==> config.mk <==
export PLATFORM = sky130hd
export DESIGN_NAME = div_unit
export DESIGN_NICKNAME = d
export VERILOG_FILES = /design/src/rtl/rv32i_pkg.sv /design/src/rtl/div_step.sv /design/src/rtl/div_unit.sv
export SDC_FILE = /design/constraint.sdc
export NUM_CORES = 1
export LEC_CHECK = 0
export ABC_CLOCK_PERIOD_IN_PS = 4700
export BUFFER_PORTS_ARGS = -buffer_cell sky130_fd_sc_hd__buf_2
export CAP_MARGIN = 40
export CORE_MARGIN = 1.5
export CORE_UTILIZATION = 40
export DETAILED_ROUTE_END_ITERATION = 8
export PLACE_DENSITY_LB_ADDON = 0.1
export SYNTH_ARGS = -nofsm -noshare
export SYNTH_HDL_FRONTEND = slang
export SYNTH_SLANG_ARGS = --single-unit
==> constraint.sdc <==
create_clock -name clk -period 4.7 [get_ports clk]
set_input_delay 0.705 -clock clk [delete_from_list [all_inputs] [get_ports clk]]
set_output_delay 0.705 -clock clk [all_outputs]
set_load 0.1 [all_outputs]
==> src/rtl/rv32i_pkg.sv <==
// Shared definitions for the RV32M iterative divider: operation and state encodings
// plus the iteration-counter width helper.
package rv32i_pkg;

    typedef enum logic [1:0] {
        OP_DIV  = 2'b00,
        OP_DIVU = 2'b01,
        OP_REM  = 2'b10,
        OP_REMU = 2'b11
    } div_op_t;

    typedef enum logic [1:0] {
        ST_IDLE = 2'b00,
        ST_RUN  = 2'b01,
        ST_FIN  = 2'b10
    } div_state_t;

    // Counter must hold N-1; never narrower than one bit.
    function automatic int unsigned cnt_width(input int unsigned n);
        return (n < 2) ? 1 : $clog2(n);
    endfunction

    localparam int unsigned DIV_CNT_W = cnt_width(32);

endpackage

==> src/rtl/div_step.sv <==
// One restoring-division iteration: shift {rem, quo} left, trial-subtract the divisor
// magnitude and keep the difference when it is non-negative.
module div_step #(
    parameter int unsigned N = 32
) (
    input  logic [N-1:0] part_rem,
    input  logic [N-1:0] part_quo,
    input  logic [N-1:0] dsr,
    output logic [N-1:0] next_rem,
    output logic [N-1:0] next_quo
);

    logic [N:0] shifted;
    logic [N:0] diff;

    always_comb begin
        shifted  = {part_rem, part_quo[N-1]};
        diff     = shifted - {1'b0, dsr};
        // diff[N] set means the trial subtraction went negative: restore.
        next_rem = diff[N] ? shifted[N-1:0] : diff[N-1:0];
        next_quo = {part_quo[N-2:0], ~diff[N]};
    end

endmodule

==> src/rtl/div_unit.sv <==
// Iterative RV32M divider (DIV/DIVU/REM/REMU), one quotient bit per clock.
// Define DIV_EARLY_OUT_EN to finish divide-by-zero and signed-overflow requests without RUN.
module div_unit
    import rv32i_pkg::*;
#(
    parameter int unsigned N = 32
) (
    input  logic         clk,
    input  logic         rst_n,
    input  logic         start,
    input  logic [1:0]   op,
    input  logic [N-1:0] dividend,
    input  logic [N-1:0] divisor,
    output logic         busy,
    output logic         done,
    output logic [N-1:0] result
);

    localparam int unsigned CW = cnt_width(N);

    localparam logic [1:0] S_IDLE = ST_IDLE;
    localparam logic [1:0] S_RUN  = ST_RUN;
    localparam logic [1:0] S_FIN  = ST_FIN;

    logic [1:0]    state_q, state_d;
    logic [1:0]    op_q;
    logic [N-1:0]  quo_q, rem_q, dsr_q, dvd_q, result_q, result_d;
    logic [CW-1:0] cnt_q;
    logic          q_neg_q, r_neg_q, divz_q, ovf_q;

    logic          accept, early_go, load_result, last_step;
    logic          is_signed, a_neg, b_neg, in_divz, in_ovf;
    logic [N-1:0]  a_mag, b_mag, step_rem, step_quo;

    function automatic logic [N-1:0] pick_result(
        input logic [1:0]   o,
        input logic [N-1:0] quo,
        input logic [N-1:0] rem,
        input logic         q_neg,
        input logic         r_neg,
        input logic         divz,
        input logic         ovf,
        input logic [N-1:0] dvd
    );
        logic [N-1:0] q, r;
        q = q_neg ? -quo : quo;
        r = r_neg ? -rem : rem;
        if (divz) begin
            q = '1;
            r = dvd;
        end else if (ovf) begin
            q = dvd;
            r = '0;
        end
        return o[1] ? r : q;
    endfunction

    always_comb begin
        is_signed = ~op[0];
        a_neg     = is_signed & dividend[N-1];
        b_neg     = is_signed & divisor[N-1];
        a_mag     = a_neg ? -dividend : dividend;
        b_mag     = b_neg ? -divisor : divisor;
        in_divz   = (divisor == '0);
        in_ovf    = is_signed && (dividend == {1'b1, {(N-1){1'b0}}}) && (&divisor);
        accept    = start && ((state_q == S_IDLE) || (state_q == S_FIN));
    end

`ifdef DIV_EARLY_OUT_EN
    assign early_go = accept & (in_divz | in_ovf);
`else
    assign early_go = 1'b0;
`endif

    div_step #(
        .N(N)
    ) u_step (
        .part_rem (rem_q),
        .part_quo (quo_q),
        .dsr      (dsr_q),
        .next_rem (step_rem),
        .next_quo (step_quo)
    );

    always_comb begin
        last_step   = (state_q == S_RUN) && (cnt_q == '0);
        load_result = last_step || early_go;
        state_d     = state_q;
        unique case (state_q)
            S_IDLE, S_FIN: begin
                if (early_go)    state_d = S_FIN;
                else if (accept) state_d = S_RUN;
                else             state_d = S_IDLE;
            end
            S_RUN:   if (last_step) state_d = S_FIN;
            default: state_d = S_IDLE;
        endcase
        if (early_go) begin
            result_d = pick_result(op, '0, '0, 1'b0, 1'b0, in_divz, in_ovf, dividend);
        end else begin
            result_d = pick_result(op_q, step_quo, step_rem, q_neg_q, r_neg_q,
                                   divz_q, ovf_q, dvd_q);
        end
    end

    always_ff @(posedge clk or negedge rst_n) begin
        if (!rst_n) begin
            state_q  <= S_IDLE;
            op_q     <= '0;
            quo_q    <= '0;
            rem_q    <= '0;
            dsr_q    <= '0;
            dvd_q    <= '0;
            cnt_q    <= '0;
            q_neg_q  <= 1'b0;
            r_neg_q  <= 1'b0;
            divz_q   <= 1'b0;
            ovf_q    <= 1'b0;
            result_q <= '0;
        end else begin
            state_q <= state_d;
            if (accept) begin
                op_q    <= op;
                dvd_q   <= dividend;
                dsr_q   <= b_mag;
                quo_q   <= a_mag;
                rem_q   <= '0;
                cnt_q   <= CW'(N - 1);
                q_neg_q <= a_neg ^ b_neg;
                r_neg_q <= a_neg;
                divz_q  <= in_divz;
                ovf_q   <= in_ovf;
            end else if (state_q == S_RUN) begin
                quo_q <= step_quo;
                rem_q <= step_rem;
                cnt_q <= cnt_q - CW'(1);
            end
            if (load_result) result_q <= result_d;
        end
    end

    assign busy   = (state_q == S_RUN);
    assign done   = (state_q == S_FIN);
    assign result = result_q;

endmodule
==> qor.yml, run 1 <==
register_to_register_path_setup_slack_ns: 0.31
port_buffers: 102
cell_with_the_largest_stage_delay_on_the_worst_path: "sky130_fd_sc_hd__or4b_4"
global_route.overflow_total: 0
dieWidth_um: 185
largest_net_degree_at_the_start_of_global_routing: 71
placementRows: 66
worstPathCellList: "ha_1 -> buf_4 -> a21oi_2 -> o22ai_1 -> or4b_4 -> o21ai_2 -> xnor2_1 -> or4_1 -> a2bb2oi_1 -> o41ai_1 -> xor2_1 -> a221o_1 -> a22o_1"
cts.sinks: 172
drv.max_cap_violation_count: 0
crit-reg2reg-launch: "rem_q[5]"
cp-start-kind: "flip-flop"
fin_nets: 1913
detail_route.first_pass.iterations: 5
starting_density_of_the_core_pct: 40.8
hp-class: "in2async"
num_antenna_cells: 0
clk_pin_slew_ns: 0.08
groute.usage.overall_pct: 29.1
critPathKind: "reg2reg"
grt_pass1_vias: 12300
min_period_over_period_pct: 93.4
ys_async_sr_fraction_pct: 100
complex_gate_fraction_of_the_synthesized_area_pct: 24.3
htree_levels: 4
yosysWarnings: 0
avg_inst_size_synth_sq_um: 7.84
antenna_found_initial: 0
worst_r2r_endpoint: "result[23]"
place_ws_ns: 0.0987
summed_negative_setup_slack_over_all_endpoints_ns: 0
clockBufferDepth: 2
syn_nets: 1807
final_routed_wirelength_across_all_metal_layers_um: 49300
design.portCount: 103
clk_latency_ns: 0.46
die_y_um: 185
synth_edf_count: 0
drt-wirelength-per-cell_um: 21.9
rsz0062_at_grt: "no"
mostFrequentLayoutCell: "sky130_fd_sc_hd__nand2_1"
finalWorstPathRequiredPeriod_ns: 4.39
gp_congestion: 0.942
finalWorstSetupSlack_ns: 0.309
layout.filler_cells: 3264
avgViaCountPerCell: 5.90
syn-cell-area_sq_um: 13300
final-hold-violation-count: 0
cts_buffers: 17
fin_util_pct: 47.0
placeableCoreArea_sq_um: 32600
grt_first_pass_wirelength_um: 74800
ys_seq_elements: 172
worst_path_largest_cell_delay_ns: 0.55
tritoncts: "done"
synth_top_flop_cell: "sky130_fd_sc_hd__dfrtp_1"
largest_family_of_logic_cells_by_synthesized_area: "compound AO/OA/AOI/OAI gates"
cells_after_synthesis: 1698
achievable-frequency_ghz: 0.228
synthMuxAreaShare_pct: 3.84
layout_common_cells: "sky130_fd_sc_hd__nand2_1 (321), sky130_fd_sc_hd__dfrtp_1 (171), sky130_fd_sc_hd__o21ai_0 (151)"
r2r.worst_path.cells: 13
worstPathMaxFanout: 7
drt.antenna.violating_nets: 0
synth_fa_ha_area_share_pct: 3.82
yosys.area_share.simple_pct: 22.3
remaining_drc_errors: 0
arrival_worst_endpoint_ns: 4.73
die-area_sq_um: 34400
synth.yosys.seq_area_share_pct: 32.3
worst_pin_slew_ns: 0.874
post_synth_num_cell_types: 92
num_vias: 13300
status: "finished, final reports clean"
post_synthesis_xor_xnor_area_fraction_pct: 8.69
finalSetupViolCount: 0
placed_wire_length_estimate_after_detailed_placement_um: 37700
timing.max_slew.rel_slack_pct: 41.1
drv_slew: 0
worstSetupEndpointType: "flip-flop"
fraction_of_final_layout_cells_sized_beyond_drive_strength_1_pct: 15.6
drt_iter0_markers: 1382
root_buffer: "sky130_fd_sc_hd__clkbuf_16"
timing.critical_path.required_ns: 5.03
syn2layout_area_growth_pct: 15.1
holdWs_ns: 0.248
worst_clock_skew_ns: 0.0157
repair_timing:
item | CTS | global route
buffers inserted | 0 | 1
hold buffers | 0 | 0
setup endpoints to repair | 0 | 13
hold endpoints to repair | 0 | 0
gates resized for setup | 0 | 19
cells in the mapped netlist (all sizes together) (8+ instances only):
library cell | number | area share, %
nand4 | 15 | 0.71
buf | 27 | 1.0
a221oi | 11 | 0.72
a22o | 8 | 0.53
and3 | 13 | 0.61
o41ai | 16 | 1.1
o211ai | 8 | 0.49
o31ai | 32 | 1.8
ha | 39 | 3.7
o21ai | 158 | 6.0
xnor2 | 79 | 5.2
xor2 | 53 | 3.5
a21o | 15 | 0.86
a211oi | 11 | 0.66
o22ai | 13 | 0.61
nor2 | 132 | 3.8
dfrtp | 172 | 32
nand3 | 13 | 0.49
clkbuf | 68 | 1.9
a21oi | 107 | 4.2
or2 | 11 | 0.52
and2 | 14 | 0.66
inv | 60 | 1.7
nand2b | 19 | 0.89
nand2 | 321 | 9.1
or4 | 8 | 0.45
a31oi | 42 | 2.0
or3 | 15 | 0.74
nor4 | 32 | 1.6
nor3 | 26 | 1.0
mux2 | 17 | 1.4
mux2i | 32 | 2.4
nor2b | 14 | 0.66
layer usage:
| metal | wire [um] | global-route usage (%) | share of wire, % |
|---|---|---|---|
| met5 | 0 | 0 | 0 |
| met4 | 1030 | 7.84 | 2.1 |
| met3 | 3660 | 4.97 | 7.4 |
| met2 | 20900 | 42.2 | 42 |
| met1 | 23700 | 43.9 | 48 |
state kept, by name, indices dropped and copies added (netlist names), 2 cells and up:
register,cells
state_q,2
rem_q,32
cnt_q,5
result,32
dsr_q,32
quo_q,32
dvd_q,32
cells by family after synthesis:
family / count (synthesis)
XOR/XNOR: 132
buffers and inverters: 157
flip-flops: 172
adder cells (fa/ha/maj): 40
AO/OA/AOI/OAI: 497
multiplexers: 49
AND/OR/NAND/NOR: 651
stage by stage:
stage | instances | cell area, sq um
6_report | 2257 | 15300
5_1_grt | 2257 | 15300
4_1_cts | 2256 | 15200
3_5_place_dp | 2226 | 14600
3_3_place_gp | 2225 | 14600
2_1_floorplan | 1698 | 13300
how the worst max path moves through the flow:
stage	start	to	slack, ns
detailed placement	rem_q[8]	result[28]	0.1
floorplan	quo_q[31]	result[18]	0.01
finish	rem_q[5]	result[23]	0.31
global route	dsr_q[14]	result[18]	0.003
global placement	quo_q[31]	result[18]	0.21
CTS	rem_q[8]	result[28]	0.07
worst max-delay path, delay by kind of cell, from the launching register on:
| family | cells | cell delay (ns) |
|---|---|---|
| compound gates | 7 | 1.83 |
| simple gates | 2 | 1.03 |
| flops | 1 | 0.49 |
| fa+ha+maj | 1 | 0.37 |
| xor+xnor | 2 | 0.37 |
| buf+inv | 1 | 0.17 |
cell type report:
cell class / count / area (sq um) / share of cell area (%)
repair buffers: 182 / 1130 / 7.40
clock inverters: 9 / 138 / 0.898
multi-input cells: 1369 / 8490 / 55.4
inverters: 62 / 233 / 1.52
well taps: 442 / 553 / 3.61
flip-flops and latches: 172 / 4310 / 28.1
clock buffers: 21 / 470 / 3.07
Power of run 1 is not shown: default switching activity piles up to over one toggle a cycle in this logic, so the estimate is an artifact.
==> run 2, diff against run 1 <==
--- a/config.mk
+++ b/config.mk
@@ -9,7 +9,7 @@
 export BUFFER_PORTS_ARGS = -buffer_cell sky130_fd_sc_hd__buf_2
 export CAP_MARGIN = 40
 export CORE_MARGIN = 1.5
-export CORE_UTILIZATION = 40
+export CORE_UTILIZATION = 45
 export DETAILED_ROUTE_END_ITERATION = 8
 export PLACE_DENSITY_LB_ADDON = 0.1
 export SYNTH_ARGS = -nofsm -noshare
==> qor.yml, run 2 (same netlist as run 1, synthesis figures left out) <==
avgViaCountPerCell: 6.10  # +3.3%
final_routed_wirelength_across_all_metal_layers_um: 47300  # -4.1%
register_to_register_path_setup_slack_ns: 0.27  # -0.04 ns
worst_clock_skew_ns: 0.0162  # +0.000473 ns
fin_nets: 1913  # unchanged
summed_negative_setup_slack_over_all_endpoints_ns: 0  # unchanged
antenna_found_initial: 1  # +1
port_buffers: 102  # unchanged
final-hold-violation-count: 0  # unchanged
clk_pin_slew_ns: 0.08  # about the same
design.portCount: 103  # unchanged
mostFrequentLayoutCell: "sky130_fd_sc_hd__nand2_1"
root_buffer: "sky130_fd_sc_hd__clkbuf_16"
detail_route.first_pass.iterations: 6  # +1
dieWidth_um: 175  # -5.6%
holdWs_ns: 0.256  # +0.00867 ns
drt-wirelength-per-cell_um: 21.5  # -1.6%
cell_with_the_largest_stage_delay_on_the_worst_path: "sky130_fd_sc_hd__dfrtp_1"
status: "finished, final reports clean"
starting_density_of_the_core_pct: 46.0  # +5.2 points
placed_area_sq_um: 14500  # -0.70%
num_vias: 13400  # +0.71%
r2r.worst_path.cells: 20  # +7
syn2layout_area_growth_pct: 15.1  # about the same
htree_levels: 4  # unchanged
grt_pass1_vias: 12300  # +0.081%
timing.critical_path.required_ns: 5.03  # about the same
gp_congestion: 0.964  # +2.3%
clockBufferDepth: 2  # unchanged
met3_length_um: 4170  # +14%
worstSetupEndpointType: "flip-flop"
remaining_drc_errors: 0  # unchanged
grt_first_pass_wirelength_um: 73400  # -1.9%
finalSetupViolCount: 0  # unchanged
min_period_over_period_pct: 94.3  # +0.86 points
placeableCoreArea_sq_um: 28900  # -11%
cts.sinks: 172  # unchanged
cp.buffers_inverters: 3  # +2
achievable-frequency_ghz: 0.226  # -0.91%
hp-class: "in2async"
timing.max_slew.rel_slack_pct: 34.0  # -7.1 points
arrival_worst_endpoint_ns: 4.76  # +0.03 ns
crit-reg2reg-launch: "dsr_q[29]"
placed_wire_length_estimate_after_detailed_placement_um: 36300  # -3.8%
critPathKind: "reg2reg"
worst_r2r_endpoint: "result[18]"
cts_buffers: 17  # unchanged
largest_net_degree_at_the_start_of_global_routing: 70  # -1.4%
layout_common_cells: "sky130_fd_sc_hd__nand2_1 (318), sky130_fd_sc_hd__dfrtp_1 (170), sky130_fd_sc_hd__o21ai_0 (150)"
worstPathMaxFanout: 5  # -2
drt.antenna.violating_nets: 0  # unchanged
finalWorstSetupSlack_ns: 0.268  # -0.0404 ns
top_layer: "met4"
routed-wl-met2_um: 19600  # -6.1%
worst_path_largest_cell_delay_ns: 0.39  # -0.16 ns
clk_latency_ns: 0.45  # about the same
crit_family: "compound AO/OA/AOI/OAI gates"
drv.max_cap_violation_count: 0  # unchanged
die-area_sq_um: 30600  # -11%
num_antenna_cells: 0  # unchanged
post-route-cell-area_sq_um: 15300  # about the same
place_ws_ns: 0.0618  # -0.0369 ns
worst_pin_slew_ns: 0.991  # +0.116 ns
finalWorstPathRequiredPeriod_ns: 4.43  # +0.0404 ns
drt_iter0_markers: 1360  # -1.6%
drv_slew: 0  # unchanged
global_route.overflow_total: 0  # unchanged
routedLengthMet1_um: 22300  # -5.8%
fraction_of_final_layout_cells_sized_beyond_drive_strength_1_pct: 16.4  # +0.81 points
cp-start-kind: "flip-flop"
groute.usage.overall_pct: 31.4  # +2.3 points
die_y_um: 175  # -5.6%
worstPathCellList: "inv_1 -> ha_1 -> a21o_1 -> a21o_1 -> a21oi_1 -> o21ai_2 -> o21a_4 -> nor2_4 -> inv_2 -> a21oi_2 -> ha_1 -> inv_1 -> nor4b_4 -> nand2_2 -> a2111oi_4 -> a41oi_2 -> o31ai_2 -> xor2_1 -> a221oi_1 -> o31ai_1"
tritoncts: "done"
placementRows: 62  # -6.1%
## run 2: per-stage QoR
step / instances / utilization, %
6_report: 2201 / 52.9
5_1_grt: 2201 / 52.9
4_1_cts: 2195 / 52.2
3_5_place_dp: 2163 / 50.2
3_3_place_gp: 2161 / 50.1
2_1_floorplan: 1698 / -
## run 2: worst max-delay path by stage
stage | start | end | slack (ns) | cells after the start
2_1_floorplan | quo_q[31] | result[18] | 0.01 | 23
3_3_place_gp | quo_q[31] | result[18] | 0.20 | 22
3_5_place_dp | quo_q[31] | result[18] | 0.06 | 22
4_1_cts | quo_q[31] | result[18] | 0.05 | 22
5_1_grt | dsr_q[13] | result[18] | -0.0005 | 22
6_report | dsr_q[29] | result[18] | 0.27 | 20
## run 2: timing repair
| item | CTS | global route |
|---|---|---|
| setup buffers | 0 | 6 |
| setup endpoints to repair | 0 | 12 |
| hold buffers | 0 | 0 |
| gates resized for setup | 0 | 37 |
## run 2: cell type report
type	instances	area (sq um)
clock buffers	18	439
clock inverters	14	138
fillers	2858	13600
inverters	62	233
multi-input cells	1369	8580
flip-flops and latches	172	4310
well taps	384	480
repair buffers	182	1140
## run 2: per-layer routing
layer / track usage, % / vias up
li1: - / 6299
met1: 47.8 / 6489
met2: 44.6 / 578
met3: 5.83 / 55
met4: 9.33 / 0
met5: 0 / -
Power of run 2 is left out for the same reason.
